### config.mk
export PLATFORM = sky130hd
export DESIGN_NAME = priv_ext_csr_master
export DESIGN_NICKNAME = d
export VERILOG_FILES = /design/src/rtl/priv_ext_csr_master.sv
export SDC_FILE = /design/constraint.sdc
export NUM_CORES = 1
export LEC_CHECK = 0
export BUFFER_PORTS_ARGS = -buffer_cell sky130_fd_sc_hd__buf_2
export CORE_ASPECT_RATIO = 1.25
export CORE_MARGIN = 4
export CORE_UTILIZATION = 56
export DETAILED_ROUTE_END_ITERATION = 10
export PLACE_DENSITY = 0.85
export SLEW_MARGIN = 20
export SYNTH_ARGS = -nofsm -noshare
export SYNTH_HDL_FRONTEND = slang
export SYNTH_SLANG_ARGS = --single-unit
### constraint.sdc
create_clock -name CLK -period 2.65 [get_ports CLK]
set_input_delay 0.1325 -clock CLK [delete_from_list [all_inputs] [get_ports CLK]]
set_output_delay 0.1325 -clock CLK [all_outputs]
set_load 0.1 [all_outputs]
### src/rtl/priv_ext_csr_master.sv
// Initiator for the privilege-extension CSR port: turns one READ/RW/RS/RC request into a
// read, optional single-cycle write strobe and optional verify readback toward the responders.
module priv_ext_csr_master #(
  parameter int unsigned ACK_TIMEOUT   = 4,
  parameter bit          VERIFY_WRITES = 1'b1
) (
  input  logic        CLK,
  input  logic        RST,
  // request side (CSR decode stage)
  input  logic        req_valid,
  output logic        req_ready,
  input  logic [11:0] req_addr,
  input  logic [1:0]  req_op,
  input  logic [31:0] req_wdata,
  // response side
  output logic        rsp_valid,
  input  logic        rsp_ready,
  output logic [31:0] rsp_rdata,
  output logic        rsp_err,
  output logic        rsp_warl,
  // responder port
  output logic        csr_active,
  output logic [11:0] csr_addr,
  output logic [31:0] value_in,
  input  logic [31:0] value_out,
  input  logic        ack,
  input  logic        invalid_csr
);

  localparam logic [2:0] IDLE = 3'd0;
  localparam logic [2:0] RD   = 3'd1;
  localparam logic [2:0] WR   = 3'd2;
  localparam logic [2:0] VFY  = 3'd3;
  localparam logic [2:0] RSP  = 3'd4;

  localparam logic [1:0] OP_READ = 2'd0;
  localparam logic [1:0] OP_RW   = 2'd1;
  localparam logic [1:0] OP_RS   = 2'd2;
  localparam logic [1:0] OP_RC   = 2'd3;

  localparam logic [3:0] CNT_LAST = 4'(ACK_TIMEOUT - 1);

  logic [2:0]  state_q, state_d;
  logic [11:0] addr_q, addr_d;
  logic [1:0]  op_q, op_d;
  logic [31:0] wdata_q, wdata_d;
  logic [31:0] old_q, old_d;
  logic [31:0] new_q, new_d;
  logic [3:0]  cnt_q, cnt_d;
  logic        err_q, err_d;
  logic        warl_q, warl_d;

  logic [31:0] rmw_val;
  logic        wr_needed;

  // Read-modify-write result computed from the live read data during RD.
  always_comb begin
    rmw_val = value_out;
    case (op_q)
      OP_READ: rmw_val = value_out;
      OP_RW:   rmw_val = wdata_q;
      OP_RS:   rmw_val = value_out | wdata_q;
      OP_RC:   rmw_val = value_out & ~wdata_q;
      default: rmw_val = value_out;
    endcase
  end

  // Set/clear with an empty mask is a pure read and must not disturb the responder.
  assign wr_needed = (op_q == OP_RW) ||
                     (((op_q == OP_RS) || (op_q == OP_RC)) && (wdata_q != 32'h0));

  always_comb begin
    state_d = state_q;
    addr_d  = addr_q;
    op_d    = op_q;
    wdata_d = wdata_q;
    old_d   = old_q;
    new_d   = new_q;
    cnt_d   = cnt_q;
    err_d   = err_q;
    warl_d  = warl_q;

    case (state_q)
      IDLE: begin
        if (req_valid) begin
          addr_d  = req_addr;
          op_d    = req_op;
          wdata_d = req_wdata;
          old_d   = 32'h0;
          new_d   = 32'h0;
          cnt_d   = 4'h0;
          err_d   = 1'b0;
          warl_d  = 1'b0;
          state_d = RD;
        end
      end

      RD: begin
        if (ack) begin
          cnt_d = 4'h0;
          if (invalid_csr) begin
            err_d   = 1'b1;
            old_d   = 32'h0;
            state_d = RSP;
          end else begin
            old_d   = value_out;
            new_d   = rmw_val;
            state_d = wr_needed ? WR : RSP;
          end
        end else if (cnt_q == CNT_LAST) begin
          err_d   = 1'b1;
          old_d   = 32'h0;
          state_d = RSP;
        end else begin
          cnt_d = cnt_q + 4'h1;
        end
      end

      WR: begin
        cnt_d   = 4'h0;
        state_d = VERIFY_WRITES ? VFY : RSP;
      end

      VFY: begin
        if (ack) begin
          warl_d  = (value_out != new_q);
          state_d = RSP;
        end else if (cnt_q == CNT_LAST) begin
          err_d   = 1'b1;
          warl_d  = 1'b0;
          old_d   = 32'h0;
          state_d = RSP;
        end else begin
          cnt_d = cnt_q + 4'h1;
        end
      end

      RSP: begin
        if (rsp_ready) begin
          state_d = IDLE;
        end
      end

      default: state_d = IDLE;
    endcase
  end

  always_ff @(posedge CLK) begin
    if (RST) begin
      state_q <= IDLE;
      addr_q  <= 12'h0;
      op_q    <= OP_READ;
      wdata_q <= 32'h0;
      old_q   <= 32'h0;
      new_q   <= 32'h0;
      cnt_q   <= 4'h0;
      err_q   <= 1'b0;
      warl_q  <= 1'b0;
    end else begin
      state_q <= state_d;
      addr_q  <= addr_d;
      op_q    <= op_d;
      wdata_q <= wdata_d;
      old_q   <= old_d;
      new_q   <= new_d;
      cnt_q   <= cnt_d;
      err_q   <= err_d;
      warl_q  <= warl_d;
    end
  end

  // Responder-facing outputs decode straight from state so value_out/ack settle in-cycle.
  always_comb begin
    req_ready  = (state_q == IDLE);
    rsp_valid  = (state_q == RSP);
    rsp_rdata  = old_q;
    rsp_err    = err_q;
    rsp_warl   = warl_q;
    csr_active = (state_q == WR);
    csr_addr   = 12'h0;
    value_in   = 32'h0;
    if ((state_q == RD) || (state_q == WR) || (state_q == VFY)) begin
      csr_addr = addr_q;
    end
    if (state_q == WR) begin
      value_in = new_q;
    end
  end

endmodule

==> flow_metrics.py, run 1 <==
metrics = {
    "setup_path": {
        "cp_cell_sequence": "nor2_1 > nor2_1 > and2_1 > buf_2",
        "worstPathArrival_ns": 2.31,
        "critPathCaptureType": "output pin",
        "crit_type": "flop to output pin",
        "r2r_slack_ns": 0.45,
        "cpPeakStageDelay_ns": 0.58,
        "r2r-end": "rsp_rdata[19]",
        "cp.required_ns": 2.52,
        "startpoint_type": "flop",
        "cpMostUsedCell": "nor2_1",
        "r2r_cells": 7,
        "startpoint": "state_q[1]",
        "r2r_start": "cnt_q[0]",
        "slowest_stage": "dfxtp_1",
        "crit_path_max_fanout": 12,
    },
    "floorplan": {
        "initial_core_util_pct": 58.1,
        "coreArea_sq_mm": 0.00976,
        "dieWidth_microns": 98.0,
        "die_area_sq_mm": 0.0118,
        "rows": 40,
        "io_pins": 165,
        "die_h_microns": 121,
    },
    "sta": {
        "final.setup_skew_ns": 0.0129,
        "rsz0062_at_grt": "false",
        "worst_pin_slew_ns": 0.924,
        "max_freq_mhz": 410,
        "period_share_pct": 92.0,
        "finalSetupTns_ns": 0,
        "setup_viol": 0,
        "maxSlewViolCount": 0,
        "finalHoldViolations": 0,
        "slew_headroom_pct": 38.4,
        "fin_crit_ns": 2.44,
    },
    "global_routing": {
        "grt_pass1_vias": 6259,
        "antenna_found_initial": 0,
        "grt_usage_pct": 32.8,
        "grt.overflow.total": 0,
        "grt_max_degree": 89,
        "grt_pass1_wl_mm": 31.2,
    },
    "final_layout": {
        "final_cell_mix": "nand2_1, buf_2, dfxtp_1",
        "fin_util_pct": 83.0,
        "antennaDiodeCount": 0,
        "fill_cells": 578,
        "seq_area_sq_mm": 0.00238,
        "multiInputGateArea_sq_mm": 0.00306,
        "area_delta_synth_final_pct": 42.8,
        "layout_commonest_cell": "nand2_1",
        "drive_above_1_share_pct": 24.2,
        "final_net_count": 966,
    },
    "clock_tree": {
        "clk_pin_slew_ns": 0.06,
        "cts_made_buffers": 17,
        "cts_tree": "yes",
        "clk_latency_ns": 0.42,
        "cts_max_path_buffers": 2,
        "clock_sinks": 119,
        "root_buffer": "clkbuf_16",
        "ctsResizeCount": 0,
        "post_cts_buffers": 0,
        "cts_max_level": 4,
    },
    "pwr": {
        "leakage_nw": 3.46,
        "p_int_w": 0.00365,
        "p_comb_share_pct": 15.8,
        "p_clk_share_pct": 46.2,
        "seq_power_share_pct": 37.9,
        "worst_ir_drop_vdd_mv": 0.540,
        "power_density_mw_per_mm2": 636,
        "p_switching_w": 0.00150,
        "swShare_pct": 29.1,
    },
    "detailed_routing": {
        "vias_per_cell": 6.21,
        "first_pass_iters": 5,
        "routed_wl_mm": 20.0,
        "drc": 0,
        "vias": 6339,
        "antenna_left": 0,
        "initialDrtViolationCount": 651,
        "wl_per_cell_microns": 19.6,
    },
    "place": {
        "hpwlAfterDp_mm": 12.7,
        "place.gp.congestion": 0.873,
        "placement.io_buffers": 164,
    },
    "synth": {
        "synthCells": 696,
        "seq_area_frac_synth_pct": 42.0,
        "avgSynthCellArea_sq_um": 8.15,
        "netlist_area_sq_mm": 0.00567,
        "ys_ff_latch": 119,
        "ys_warn_count": 0,
        "async_reset_ff_share_pct": 0,
        "synth_fp_nets": 781,
        "ys_types": 40,
        "synth_top_flop_cell": "dfxtp_1",
        "synth_edf_count": 0,
    },
    "worst_hold_path": {
        "holdPathStages": 2,
        "hp-class": "primary input to flop",
        "holdPathEnd": "rsp_rdata[22]",
        "min_from": "value_out[22]",
    },
    "status": {
        "status": "complete, no violations",
    },
    "flow_run": {
        "maxCapViolations": 0,
    },
}
[through the flow]
step	area (sq um)	instances	hold slack, ns	setup WS (ns)	total power (W)
2_1_floorplan	5680	696	0.265	0.0762	0.00247
3_3_place_gp	7010	941	0.372	0.429	0.00267
3_5_place_dp	7030	942	0.383	0.617	0.00271
4_1_cts	8100	1020	0.000161	0.245	0.00511
5_1_grt	8100	1020	0.00706	0.146	0.00529
6_report	8100	1020	0.00288	0.212	0.00515
[per-layer routing]
metal	wire, microns	vias up	share of wire, %	global-route usage (%)
li1	-	2839	-	-
met2	9910	418	50	54.9
met3	1980	82	9.9	9.23
met5	0	-	0	0
met1	7280	3000	36	38.2
met4	840	0	4.2	16.5
[what timing repair did]
item	CTS	global route
setup endpoints to repair	0	0
endpoints found under the hold margin	46	0
hold buffers	46	0
[Yosys cell counts (4+ instances only)]
| master | instances | area share [%] |
|---|---|---|
| nand2_1 | 139 | 9.2 |
| nor2_1 | 19 | 1.3 |
| nor3_1 | 7 | 0.62 |
| a211oi_1 | 4 | 0.53 |
| a22o_1 | 32 | 4.9 |
| nor4_1 | 18 | 2.0 |
| buf_4 | 4 | 0.53 |
| xor2_1 | 32 | 4.9 |
| and2_1 | 47 | 5.2 |
| nor2b_1 | 24 | 2.6 |
| o21ai_0 | 4 | 0.35 |
| a211o_1 | 19 | 2.9 |
| a2111oi_0 | 13 | 2.0 |
| buf_2 | 13 | 1.1 |
| o2111ai_1 | 19 | 2.9 |
| clkbuf_1 | 38 | 2.5 |
| a21oi_1 | 112 | 9.9 |
| dfxtp_1 | 119 | 42 |
[cell type report]
type | instances | share of cell area [%]
multi-input combinational | 518 | 37.8
sequential | 119 | 29.4
timing repair buffer | 223 | 23.2
clock buffer | 18 | 5.42
clock inverter | 14 | 2.16
tap | 126 | 1.95
inverter | 2 | 0.0927
[critical path: cells and delay by family (launching register included)]
family        cells  cell delay, ns
buf+inv           1            0.43
flops             1            0.58
simple gates      3            0.86
[kinds of logic (layout without fill, tap and decap cells)]
logic type / after synthesis / in the layout / share of synthesized area (%)
and+or+nand+nor: 273 / 273 / 23.3
xor gates and xnor gates: 33 / 33 / 5.09
buffers and inverters: 59 / 257 / 4.46
AOI/OAI and AO/OA: 209 / 209 / 24.5
muxes: 2 / 2 / 0.353
DFF: 119 / 119 / 42.0
adders and majority gates: 1 / 1 / 0.221
[registers in the layout, indices dropped and copies added, names as in the netlist]
signal and cells:
wdata_q 32, rsp_rdata 32, addr_q 12, rsp_err 1, new_q 32, rsp_warl 1
op_q 2, state_q 3, cnt_q 4
[power groups by stage]
stage / registers [W] / logic [W] / clock network (W)
after floorplan: 0.00203 / 0.000445 / 0
after global routing: 0.00196 / 0.000870 / 0.00246
after CTS: 0.00195 / 0.000794 / 0.00237
after detailed placement: 0.00198 / 0.000729 / 0
after global placement: 0.00198 / 0.000698 / 0
final: 0.00195 / 0.000816 / 0.00238
[worst max-delay path by stage]
stage                                to  depth (start not counted)
after floorplan             wdata_q[10]                          5
after global placement    rsp_rdata[16]                          4
after detailed placement  rsp_rdata[11]                          5
after CTS                   csr_addr[1]                          4
after global routing        csr_addr[1]                          4
final                       csr_addr[1]                          4
No activity file was read; power rests on OpenSTA's default activity.
==> run 2: changes to the inputs <==
--- a/config.mk
+++ b/config.mk
@@ -8,9 +8,9 @@
 export BUFFER_PORTS_ARGS = -buffer_cell sky130_fd_sc_hd__buf_2
 export CORE_ASPECT_RATIO = 1.25
 export CORE_MARGIN = 4
-export CORE_UTILIZATION = 56
+export CORE_UTILIZATION = 35
+export CTS_BUF_LIST = sky130_fd_sc_hd__clkbuf_8 sky130_fd_sc_hd__clkbuf_16
 export DETAILED_ROUTE_END_ITERATION = 10
-export PLACE_DENSITY = 0.85
 export SLEW_MARGIN = 20
 export SYNTH_ARGS = -nofsm -noshare
 export SYNTH_HDL_FRONTEND = slang
==> constraint.sdc (replaced) <==
create_clock -name CLK -period 2.65 [get_ports CLK]
set_input_delay 0.265 -clock CLK [delete_from_list [all_inputs] [get_ports CLK]]
set_output_delay 0.265 -clock CLK [all_outputs]
set_load 0.1 [all_outputs]
==> flow_metrics.py, run 2 (same netlist as run 1, synthesis figures left out) <==
metrics = {
    "detailed_routing": {
        "vias": 5503,
        "initialDrtViolationCount": 365,
        "wl_per_cell_microns": 17.1,
        "top_layer": "met5",
        "drc": 0,
        "vias_per_cell": 5.17,
        "first_pass_iters": 5,
        "wl_met3_mm": 1.17,
        "antenna_left": 0,
        "routedLengthMet1_mm": 8.27,
        "wl_met2_mm": 8.50,
        "routed_wl_mm": 18.2,
    },
    "setup_path": {
        "cpPeakStageDelay_ns": 0.56,
        "critPathCaptureType": "output pin",
        "cp.required_ns": 2.38,
        "slowest_stage": "dfxtp_1",
        "crit_type": "flop to output pin",
        "crit_path_max_fanout": 33,
        "cp_top_family": "simple AND/OR/NAND/NOR gates",
        "cpMostUsedCell": "nor2b_1",
        "startpoint_type": "flop",
        "path_buf_inv": 2,
        "cp_cell_sequence": "nor2b_1 > nor2b_1 > buf_4 > and2_1 > buf_12",
        "worstPathArrival_ns": 2.11,
    },
    "floorplan": {
        "rows": 51,
        "die_h_microns": 150,
        "die_area_sq_mm": 0.0183,
        "initial_core_util_pct": 36.0,
        "coreArea_sq_mm": 0.0158,
        "dieWidth_microns": 122,
        "io_pins": 165,
    },
    "clock_tree": {
        "cts_tree": "yes",
        "clk_latency_ns": 0.42,
        "clock_sinks": 119,
        "cts_max_path_buffers": 2,
        "post_cts_buffers": 0,
        "ctsResizeCount": 0,
        "ctsHoldBuffers": 0,
        "root_buffer": "clkbuf_16",
        "cts_made_buffers": 17,
        "clk_pin_slew_ns": 0.06,
        "cts_max_level": 4,
    },
    "global_routing": {
        "antenna_found_initial": 2,
        "grt_pass1_vias": 5139,
        "grt_pass1_wl_mm": 28.5,
        "grt.overflow.total": 0,
        "grt_max_degree": 48,
        "grt_usage_pct": 20.1,
    },
    "final_layout": {
        "final_cell_mix": "nand2_1, buf_2, dfxtp_1",
        "area_delta_synth_final_pct": 38.1,
        "design_area_sq_mm": 0.00784,
        "drive_above_1_share_pct": 25.7,
        "fill_cells": 1581,
        "final_net_count": 923,
        "layout_commonest_cell": "nand2_1",
    },
    "place": {
        "place.gp.congestion": 0.798,
        "dpl_cell_area_sq_mm": 0.00715,
        "placement.io_buffers": 164,
        "hpwlAfterDp_mm": 13.1,
    },
    "pwr": {
        "total_power_w": 0.00532,
        "leakage_nw": 3.32,
        "worst_ir_drop_vdd_mv": 0.315,
        "power_density_mw_per_mm2": 679,
    },
    "sta": {
        "period_share_pct": 89.5,
        "max_freq_mhz": 422,
        "slew_headroom_pct": 59.7,
        "finalSetupTns_ns": 0,
        "fin_crit_ns": 2.37,
        "worst_pin_slew_ns": 0.605,
        "final.setup_skew_ns": 0.00649,
        "maxSlewViolCount": 0,
        "finalHoldViolations": 0,
        "rsz0062_at_grt": "false",
        "setup_viol": 0,
    },
    "worst_hold_path": {
        "hp-class": "primary input to flop",
    },
    "status": {
        "status": "complete, no violations",
    },
    "flow_run": {
        "maxCapViolations": 0,
    },
}
## run 2: cell count changes in the layout (fill, tap and decap cells not counted), sizes merged
cell         change
bufinv           +3
diode            +1
clkbuf           +1
dlygate4sd3     -46
clkinvlp         -1
buf              +3
clkinv           -2
inv              -1
## run 2: path summary, 6_finish.rpt
kind / start / endpoint / slack, ns / depth (start not counted)
worst min register to register: addr_q[8] / addr_q[8] / 0.45 / 2
worst min-delay path: req_wdata[23] / wdata_q[23] / 0.08 / 3
worst max register to register: state_q[0] / rsp_rdata[25] / 0.52 / 5
worst max-delay path: state_q[1] / value_in[14] / 0.28 / 5
## run 2: final cells by class
cell class / instances / area, sq um / share of cell area (%)
clock inverter: 13 / 226 / 2.89
tap: 212 / 265 / 3.39
antenna: 1 / 2.50 / 0.0319
clock buffer: 19 / 453 / 5.78
inverter: 2 / 7.51 / 0.0958
sequential: 119 / 2380 / 30.4
multi-input combinational: 518 / 3060 / 39.1
timing repair buffer: 180 / 1440 / 18.3
## run 2: stage by stage
step	setup slack [ns]	instances	hold WS (ns)	util, %
4_1_cts	0.267	1063	0.0661	49.7
3_5_place_dp	0.549	1031	0.442	45.4
3_3_place_gp	0.614	1031	0.437	45.4
5_1_grt	0.120	1064	0.0720	49.7
6_report	0.279	1064	0.0804	49.7
2_1_floorplan	0.0762	696	0.398	-
## run 2: worst min-delay path, delay by kind of cell
| kind | cells | cell delay (ns) |
|---|---|---|
| buffers and inverters | 1 | 0.09 |
| AOI/OAI and AO/OA | 1 | 0.05 |
| and+or+nand+nor | 1 | 0.04 |
## run 2: report_power, final
group          internal (W)  switching [W]
Combinational      0.000232       0.000501
Sequential          0.00187      0.0000843
Clock               0.00181       0.000828
Total               0.00391        0.00141
## run 2: layer usage
| layer | vias to the layer above | GRT usage (%) |
|---|---|---|
| met5 | - | 0 |
| met4 | 2 | 6.22 |
| met3 | 25 | 4.92 |
| met2 | 172 | 31.1 |
| met1 | 2553 | 27.6 |
| li1 | 2751 | - |
